$ cat config.mk
export PLATFORM = sky130hd
export DESIGN_NAME = uart_tx_core
export DESIGN_NICKNAME = d
export VERILOG_FILES = /design/src/rtl/uart_tx_pkg.sv /design/src/rtl/uart_tx_parity_calc.sv /design/src/rtl/uart_tx_core.sv
export SDC_FILE = /design/constraint.sdc
export NUM_CORES = 1
export LEC_CHECK = 0
export BUFFER_PORTS_ARGS = -buffer_cell sky130_fd_sc_hd__clkbuf_2
export CAP_MARGIN = 20
export CELL_PAD_IN_SITES_DETAIL_PLACEMENT = 0
export CELL_PAD_IN_SITES_GLOBAL_PLACEMENT = 1
export CORE_MARGIN = 4
export CORE_UTILIZATION = 43
export DETAILED_ROUTE_END_ITERATION = 8
export GPL_TIMING_DRIVEN = 0
export PLACE_DENSITY_LB_ADDON = 0.1
export SLEW_MARGIN = 20
export SYNTH_ARGS = -nofsm -noshare
export SYNTH_HDL_FRONTEND = slang
export SYNTH_SLANG_ARGS = --single-unit
$ cat constraint.sdc
create_clock -name CLK -period 3.74 [get_ports CLK]
set_clock_uncertainty 0.05 [all_clocks]
set_input_delay 0.748 -clock CLK [delete_from_list [all_inputs] [get_ports CLK]]
set_output_delay 0.748 -clock CLK [all_outputs]
set_load 0.02 [all_outputs]
$ cat src/rtl/uart_tx_pkg.sv
// Shared FSM state type and line-level constants for the UART transmitter.
// The PARITY state exists only when UART_TX_PARITY_EN is defined.
package uart_tx_pkg;

  localparam logic PAR_EVEN   = 1'b0;
  localparam logic PAR_ODD    = 1'b1;
  localparam logic START_BIT  = 1'b0;
  localparam logic STOP_BIT   = 1'b1;
  localparam logic IDLE_LEVEL = 1'b1;

  typedef enum logic [2:0] {
    IDLE   = 3'd0,
    START  = 3'd1,
    DATA   = 3'd2,
`ifdef UART_TX_PARITY_EN
    PARITY = 3'd3,
`endif
    STOP   = 3'd4
  } tx_state_t;

endpackage

$ cat src/rtl/uart_tx_parity_calc.sv
// Parity generator for the UART transmitter: even parity is the XOR of the data,
// odd parity is its inverse.
module uart_tx_parity_calc
  import uart_tx_pkg::*;
#(
  parameter int DATA_WIDTH = 8
) (
  input  logic [DATA_WIDTH-1:0] i_data,
  input  logic                  i_parTyp,
  output logic                  o_parity
);

  always_comb begin
    o_parity = (i_parTyp == PAR_ODD) ? ~(^i_data) : (^i_data);
  end

endmodule

$ cat src/rtl/uart_tx_core.sv
// UART transmit core: start bit, DATA_WIDTH data bits LSB first, optional parity
// bit (macro UART_TX_PARITY_EN), stop bit. Outputs are registered from the next state.
module uart_tx_core
  import uart_tx_pkg::*;
#(
  parameter int DATA_WIDTH = 8
) (
  input  logic                  CLK,
  input  logic                  RST,
  input  logic [DATA_WIDTH-1:0] P_DATA,
  input  logic                  DATA_VALID,
`ifdef UART_TX_PARITY_EN
  input  logic                  PAR_EN,
  input  logic                  PAR_TYP,
`endif
  output logic                  TX_OUT,
  output logic                  BUSY
);

  localparam int CNT_W = (DATA_WIDTH > 1) ? $clog2(DATA_WIDTH) : 1;
  localparam logic [CNT_W-1:0] LAST_BIT = CNT_W'(DATA_WIDTH - 1);

  tx_state_t             r_state;
  tx_state_t             w_nextState;
  logic [CNT_W-1:0]      r_bitCnt;
  logic [CNT_W-1:0]      w_nextBitCnt;
  logic [DATA_WIDTH-1:0] r_data;
  logic                  r_txOut;
  logic                  r_busy;
  logic                  w_nextTx;
  logic                  w_nextBusy;
  logic                  w_accept;

`ifdef UART_TX_PARITY_EN
  logic r_parEn;
  logic r_parTyp;
  logic w_parityBit;

  uart_tx_parity_calc #(
    .DATA_WIDTH(DATA_WIDTH)
  ) u_parity (
    .i_data   (r_data),
    .i_parTyp (r_parTyp),
    .o_parity (w_parityBit)
  );
`endif

  // Only IDLE and STOP may accept, so a request held through STOP chains frames with no gap.
  always_comb begin
    w_accept     = DATA_VALID && ((r_state == IDLE) || (r_state == STOP));
    w_nextState  = r_state;
    w_nextBitCnt = r_bitCnt;
    case (r_state)
      IDLE:    if (w_accept) w_nextState = START;
      START: begin
        w_nextState  = DATA;
        w_nextBitCnt = '0;
      end
      DATA: begin
        if (r_bitCnt == LAST_BIT) begin
          w_nextBitCnt = '0;
`ifdef UART_TX_PARITY_EN
          w_nextState  = r_parEn ? PARITY : STOP;
`else
          w_nextState  = STOP;
`endif
        end else begin
          w_nextBitCnt = r_bitCnt + 1'b1;
        end
      end
`ifdef UART_TX_PARITY_EN
      PARITY:  w_nextState = STOP;
`endif
      STOP:    w_nextState = w_accept ? START : IDLE;
      default: w_nextState = IDLE;
    endcase
  end

  // The line level is decoded from the next state so TX_OUT and BUSY change with the state.
  always_comb begin
    w_nextTx   = IDLE_LEVEL;
    w_nextBusy = 1'b1;
    case (w_nextState)
      IDLE:    w_nextBusy = 1'b0;
      START:   w_nextTx   = START_BIT;
      DATA:    w_nextTx   = r_data[w_nextBitCnt];
`ifdef UART_TX_PARITY_EN
      PARITY:  w_nextTx   = w_parityBit;
`endif
      STOP:    w_nextTx   = STOP_BIT;
      default: begin
        w_nextTx   = IDLE_LEVEL;
        w_nextBusy = 1'b0;
      end
    endcase
  end

  always_ff @(posedge CLK) begin
    if (!RST) begin
      r_state  <= IDLE;
      r_bitCnt <= '0;
      r_data   <= '0;
      r_txOut  <= IDLE_LEVEL;
      r_busy   <= 1'b0;
`ifdef UART_TX_PARITY_EN
      r_parEn  <= 1'b0;
      r_parTyp <= 1'b0;
`endif
    end else begin
      r_state  <= w_nextState;
      r_bitCnt <= w_nextBitCnt;
      r_txOut  <= w_nextTx;
      r_busy   <= w_nextBusy;
      if (w_accept) begin
        r_data   <= P_DATA;
`ifdef UART_TX_PARITY_EN
        r_parEn  <= PAR_EN;
        r_parTyp <= PAR_TYP;
`endif
      end
    end
  end

  assign TX_OUT = r_txOut;
  assign BUSY   = r_busy;

endmodule

## After elaboration in Yosys (flattened, before gate mapping)

Index checks and enable logic that the tools add are counted.

| operators by class | value |
|---|---|
| $lt $le $gt $ge | 1 |
| equality and inequality tests | 7 |
| shifts and indexed selects | 0 |
| div/mod/pow operators | 0 |
| reduce and logical (&&, ||, !) cells | 4 |
| multiplexer cells | 10 |
| bitwise operators | 0 |
| multiply operators | 0 |
| add/sub/neg operators | 1 |

Operator list:

| kind | count |
|---|---|
| $pmux W3 S4 | 1 |
| $eq A3 B3 Y1 const B | 3 |
| $mux W3 | 3 |
| $eq A3 B1 Y1 const B | 2 |
| $eq A3 B2 Y1 const B | 2 |
| $pmux W3 S2 | 1 |
| $lt A3 B4 Y1 const B | 1 |
| $add A3 B1 Y3 const B | 1 |
| $bmux W1 S3 | 1 |
| $logic_not A3 Y1 | 1 |
| $mux W1 | 3 |
| $reduce_or A3 Y1 | 1 |
| $pmux W1 S2 | 1 |
| $logic_and A1 B1 Y1 | 1 |
| $logic_or A1 B1 Y1 | 1 |

| storage, ports and cells | value |
|---|---|
| memories | 0 |
| memory bits (writable) | 0 |
| input bits | 11 |
| logic and storage cells | 28 |
| memory bits (read-only) | 0 |
| bits in registers | 16 |
| latch bits | 0 |

## Depth between registers and ports, before layout

| depth | value |
|---|---|
| depth after elaboration | 8 |
| mapped depth | 7 |
| gate-level depth less buffers | 7 |

## Worst setup path after synthesis

Ideal clock, no wire load.

| timing path | value |
|---|---|
| path kind | register to register |
| start point | register r_bitCnt[0] |
| end point | register r_txOut (netlist: TX_OUT) |
| data arrival time | 2038 ps |
| data required time | 3556 ps |
| stages on the path, launching flop included | 8 |
| period minus slack after synthesis | 2223 ps |
| path slack | 1517 ps |
| cells stage by stage | dfxtp_1 ha_1 ha_1 and2b_1 a221oi_4 mux2i_1 nor3b_1 or4_1 |

| on the way | value |
|---|---|
| word-level cells in the longest chain between the ends | 6 |

Ends and longest elaborated chain:

| element | line | text |
|---|---|---|
| start, declared | uart_tx_core.sv:25 | `logic [CNT_W-1:0] r_bitCnt;` |
| start signal, assigned | uart_tx_core.sv:111 | `r_bitCnt <= w_nextBitCnt;` |
| $add A3 B1 Y3 or $eq A3 B3 Y1 (tied branches) | uart_tx_core.sv:68, uart_tx_core.sv:60 |  |
| $mux W3 | uart_tx_core.sv:60 | `if (r_bitCnt == LAST_BIT) begin` |
| $pmux W3 S2 | uart_tx_core.sv:53 | `case (r_state)` |
| $bmux W1 S3 | uart_tx_core.sv:86 | `DATA: w_nextTx = r_data[w_nextBitCnt];` |
| $mux W1 (implied by the code) | uart_tx_core.sv:86 |  |
| $pmux W1 S2 (*) | uart_tx_core.sv:83 | `case (w_nextState)` |
| end signal, assigned | uart_tx_core.sv:112 | `r_txOut <= w_nextTx;` |
| end, declared | uart_tx_core.sv:28 | `logic r_txOut;` |

Every way passes the cells marked *; elsewhere a longest branch is shown, timed or not. The select of a mux whose other input is x is not followed.
A chain may end at the register's enable or synchronous reset.

## Worst setup path in the final report

Same ends and word-level chain as after synthesis.

==> results.toml <==
[status]
outcome = "finished clean"

[place]
dpl_worst_slack_ns = 1.315
place_hpwl_um = 1060
gp_congestion = 0.7631
port_buffers = 12

[power]
power_density_mw_per_mm2 = 355.3
finalPower_mw = 0.3236
comb_power_share = 0.161
power_frac_clock = 0.262
seqPwrFrac = 0.577
p_switching_mw = 0.08083
power_switching_share = 0.2498
leakage_nw = 0.4033
internal_power_mw = 0.2428
ir_drop_mv = 0.1973

[grt]
grt_start_max_net_pins = 11
grt-ovfl-total = 0
antenna_found_initial = 0
grt_pass1_vias = 596
track_usage = 0.1246
grt_pass1_wl_um = 2463

[detailed_routing]
dr_total_vias = 610
drt_pre_antenna_iters = 4
drtIter0Drc = 2
wl_per_cell_um = 10.60
ant_nets = 0
vias_per_cell = 4.841
wl_um = 1336
drcViolationCount = 0

[setup_path]
rr_worst_depth = 7
critPathBufInv = 0
crit_slowest_cell = "or4_1"
path_max_fanout = 5
max_stage_delay_ns = 0.51
cp-start-kind = "register"
end_kind = "register"
cpMostUsedCell = "ha_1"
critPathTopFamily = "simple AND/OR/NAND/NOR gates"
cp.depth = 7
cp.required_ns = 3.84
crit_chain = "ha_1 -> ha_1 -> and2b_1 -> a221oi_4 -> mux2i_1 -> o31ai_1 -> or4_1"
arrival_ns = 2.51
path_class = "register to register"

[die]
io_pins = 13
core-area_mm2 = 0.001745
std_cell_rows = 15
die_w_um = 51.05
initial_core_util = 0.4566
die-area_mm2 = 0.002606
die-height_um = 51.05

[flow_run]
drv_cap = 0

[hold_path]
whs_path_depth = 2
min_path_type = "register to register"

[clocking]
cts_hold_buf = 0
cts_buffers = 3
cts.htree.levels = 1
clk_latency_ns = 0.27
clock_sinks = 16
post_cts_resized = 0
cts.clk_slew.worst_paths_ns = 0.08
cts-root-buf = "clkbuf_4"
cts_tree = "yes"
clock_path_buffers = 2
post-cts-setup-buffers = 0

[final_layout]
drive_above_1_share = 0.2574
multiInputGateArea_um2 = 454.2
fin_nets = 116
seqCellArea_um2 = 320.3
area_growth_pct = 14.29
antenna_cells = 0
fill_cells = 181

[logic_synthesis]
ys_types = 31
synth_area_um2 = 797.0
synth_enable_flop_cells = 0
syn_nets = 99
synth_top_family_by_area = "simple AND/OR/NAND/NOR gates"
syn_inst = 86
synth_flop_cell = "dfxtp_1"
syn_avg_cell_area_um2 = 9.268
ys_seq_area_frac = 0.4019
ys_ff_latch = 16
synth-compound-area-share = 0.1962
synth-adder-area-share = 0.03140
synth_async_sr_flop_share = 0
synth_xor_area_frac = 0
synthMuxAreaShare = 0.06436
synth-simple-area-share = 0.2779
yosys_warnings = 0

[timing]
hold_viol_final = 0
finalMaxSlewViolations = 0
worstMarginPinSlew_ns = 0.3877
max_freq_mhz = 415.1
post-route-period-util = 0.6442
max_slew_margin = 0.7416
period_needed_ns = 2.409
rsz0062_at_grt = "false"
setup_viol = 0
fin_ws_ns = 1.331
totalNegativeSetupSlack_ns = 0
==> power groups by stage <==
stage / Clock (mW) / Sequential (mW) / Combinational, mW
after floorplan: 0 / 0.192 / 0.0356
after global placement: 0 / 0.191 / 0.0523
after detailed placement: 0 / 0.191 / 0.0528
after CTS: 0.0892 / 0.187 / 0.0530
after global routing: 0.100 / 0.188 / 0.0595
final: 0.0848 / 0.187 / 0.0520
==> worst register-to-register path: stages (launching register included) <==
cell,delay (ns)
dfxtp_1,0.35
ha_1,0.21
ha_1,0.27
and2b_1,0.18
a221oi_4,0.38
mux2i_1,0.26
o31ai_1,0.08
or4_1,0.51
==> metal layers <==
layer | global-route usage | wire length, um | vias to the layer above
met2 | 0.1953 | 619 | 8
met4 | 0.06726 | 10 | 0
li1 | - | - | 331
met1 | 0.1528 | 650 | 269
met5 | 0 | 0 | -
met3 | 0.03499 | 55 | 2
==> worst paths after layout <==
path / start / end / slack [ns]
setup / recovery: r_bitCnt[0] / TX_OUT / 1.33
hold / removal: r_data[4] / r_data[4] / 0.42
setup reg to reg: r_bitCnt[0] / TX_OUT / 1.33
hold reg to reg: r_data[4] / r_data[4] / 0.42
==> synthesized netlist by cell type, types with 3 or more instances <==
library cell	number	area, um^2
nand2_1	18	67.56
dfxtp_1	16	320.3
a21boi_0	8	60.06
mux2i_1	4	40.04
nor2b_1	4	25.02
nor2_1	3	11.26
==> cell families (layout without fill, tap and decap cells) <==
logic type / after synthesis / after routing
AO/OA/AOI/OAI: 18 / 18
adder cells (fa/ha/maj): 2 / 2
AND/OR/NAND/NOR: 41 / 41
multiplexers: 5 / 5
buffers and inverters: 4 / 19
flip-flops: 16 / 16
==> registers in the layout (all words and copies together), names as in the netlist <==
name	count
r_data	8
r_bitCnt	3
r_state	3
BUSY	1
TX_OUT	1
==> area by class of cell <==
cell class                 count  share of cell area
multi-input combinational     66              0.4986
sequential                    16              0.3516
timing repair buffer          12             0.06593
tap                           25             0.03434
clock buffer                   3             0.02473
buffer                         3             0.02060
inverter                       1            0.004121
==> through the flow <==
| stage | hold WS, ns | utilization | instances | instance area, um^2 |
|---|---|---|---|---|
| finish | 0.4157 | 0.5219 | 126 | 910.9 |
| global route | 0.4362 | 0.5219 | 126 | 910.9 |
| CTS | 0.4202 | 0.5219 | 126 | 910.9 |
| detailed placement | 0.4082 | 0.5090 | 123 | 888.4 |
| global placement | 0.4007 | 0.5090 | 123 | 888.4 |
| floorplan | 0.3928 | - | 86 | 797.0 |
==> cell usage in the layout, fill, tap and decap left out, types with 2 or more instances in the layout <==
cell type  Yosys  final
nor2b_1        4      4
a22o_1         2      2
a21boi_0       8      8
ha_1           2      2
and2_1         2      2
nand2_1       18     18
nor2_1         3      3
and3_2         2      2
clkbuf_4       0      3
or2_2          2      2
nor3b_1        2      2
mux2i_1        4      4
nor3_1         2      2
dfxtp_1       16     16
clkbuf_2       0     12
clkbuf_1       2      2
(Power assumes the default switching activity.)
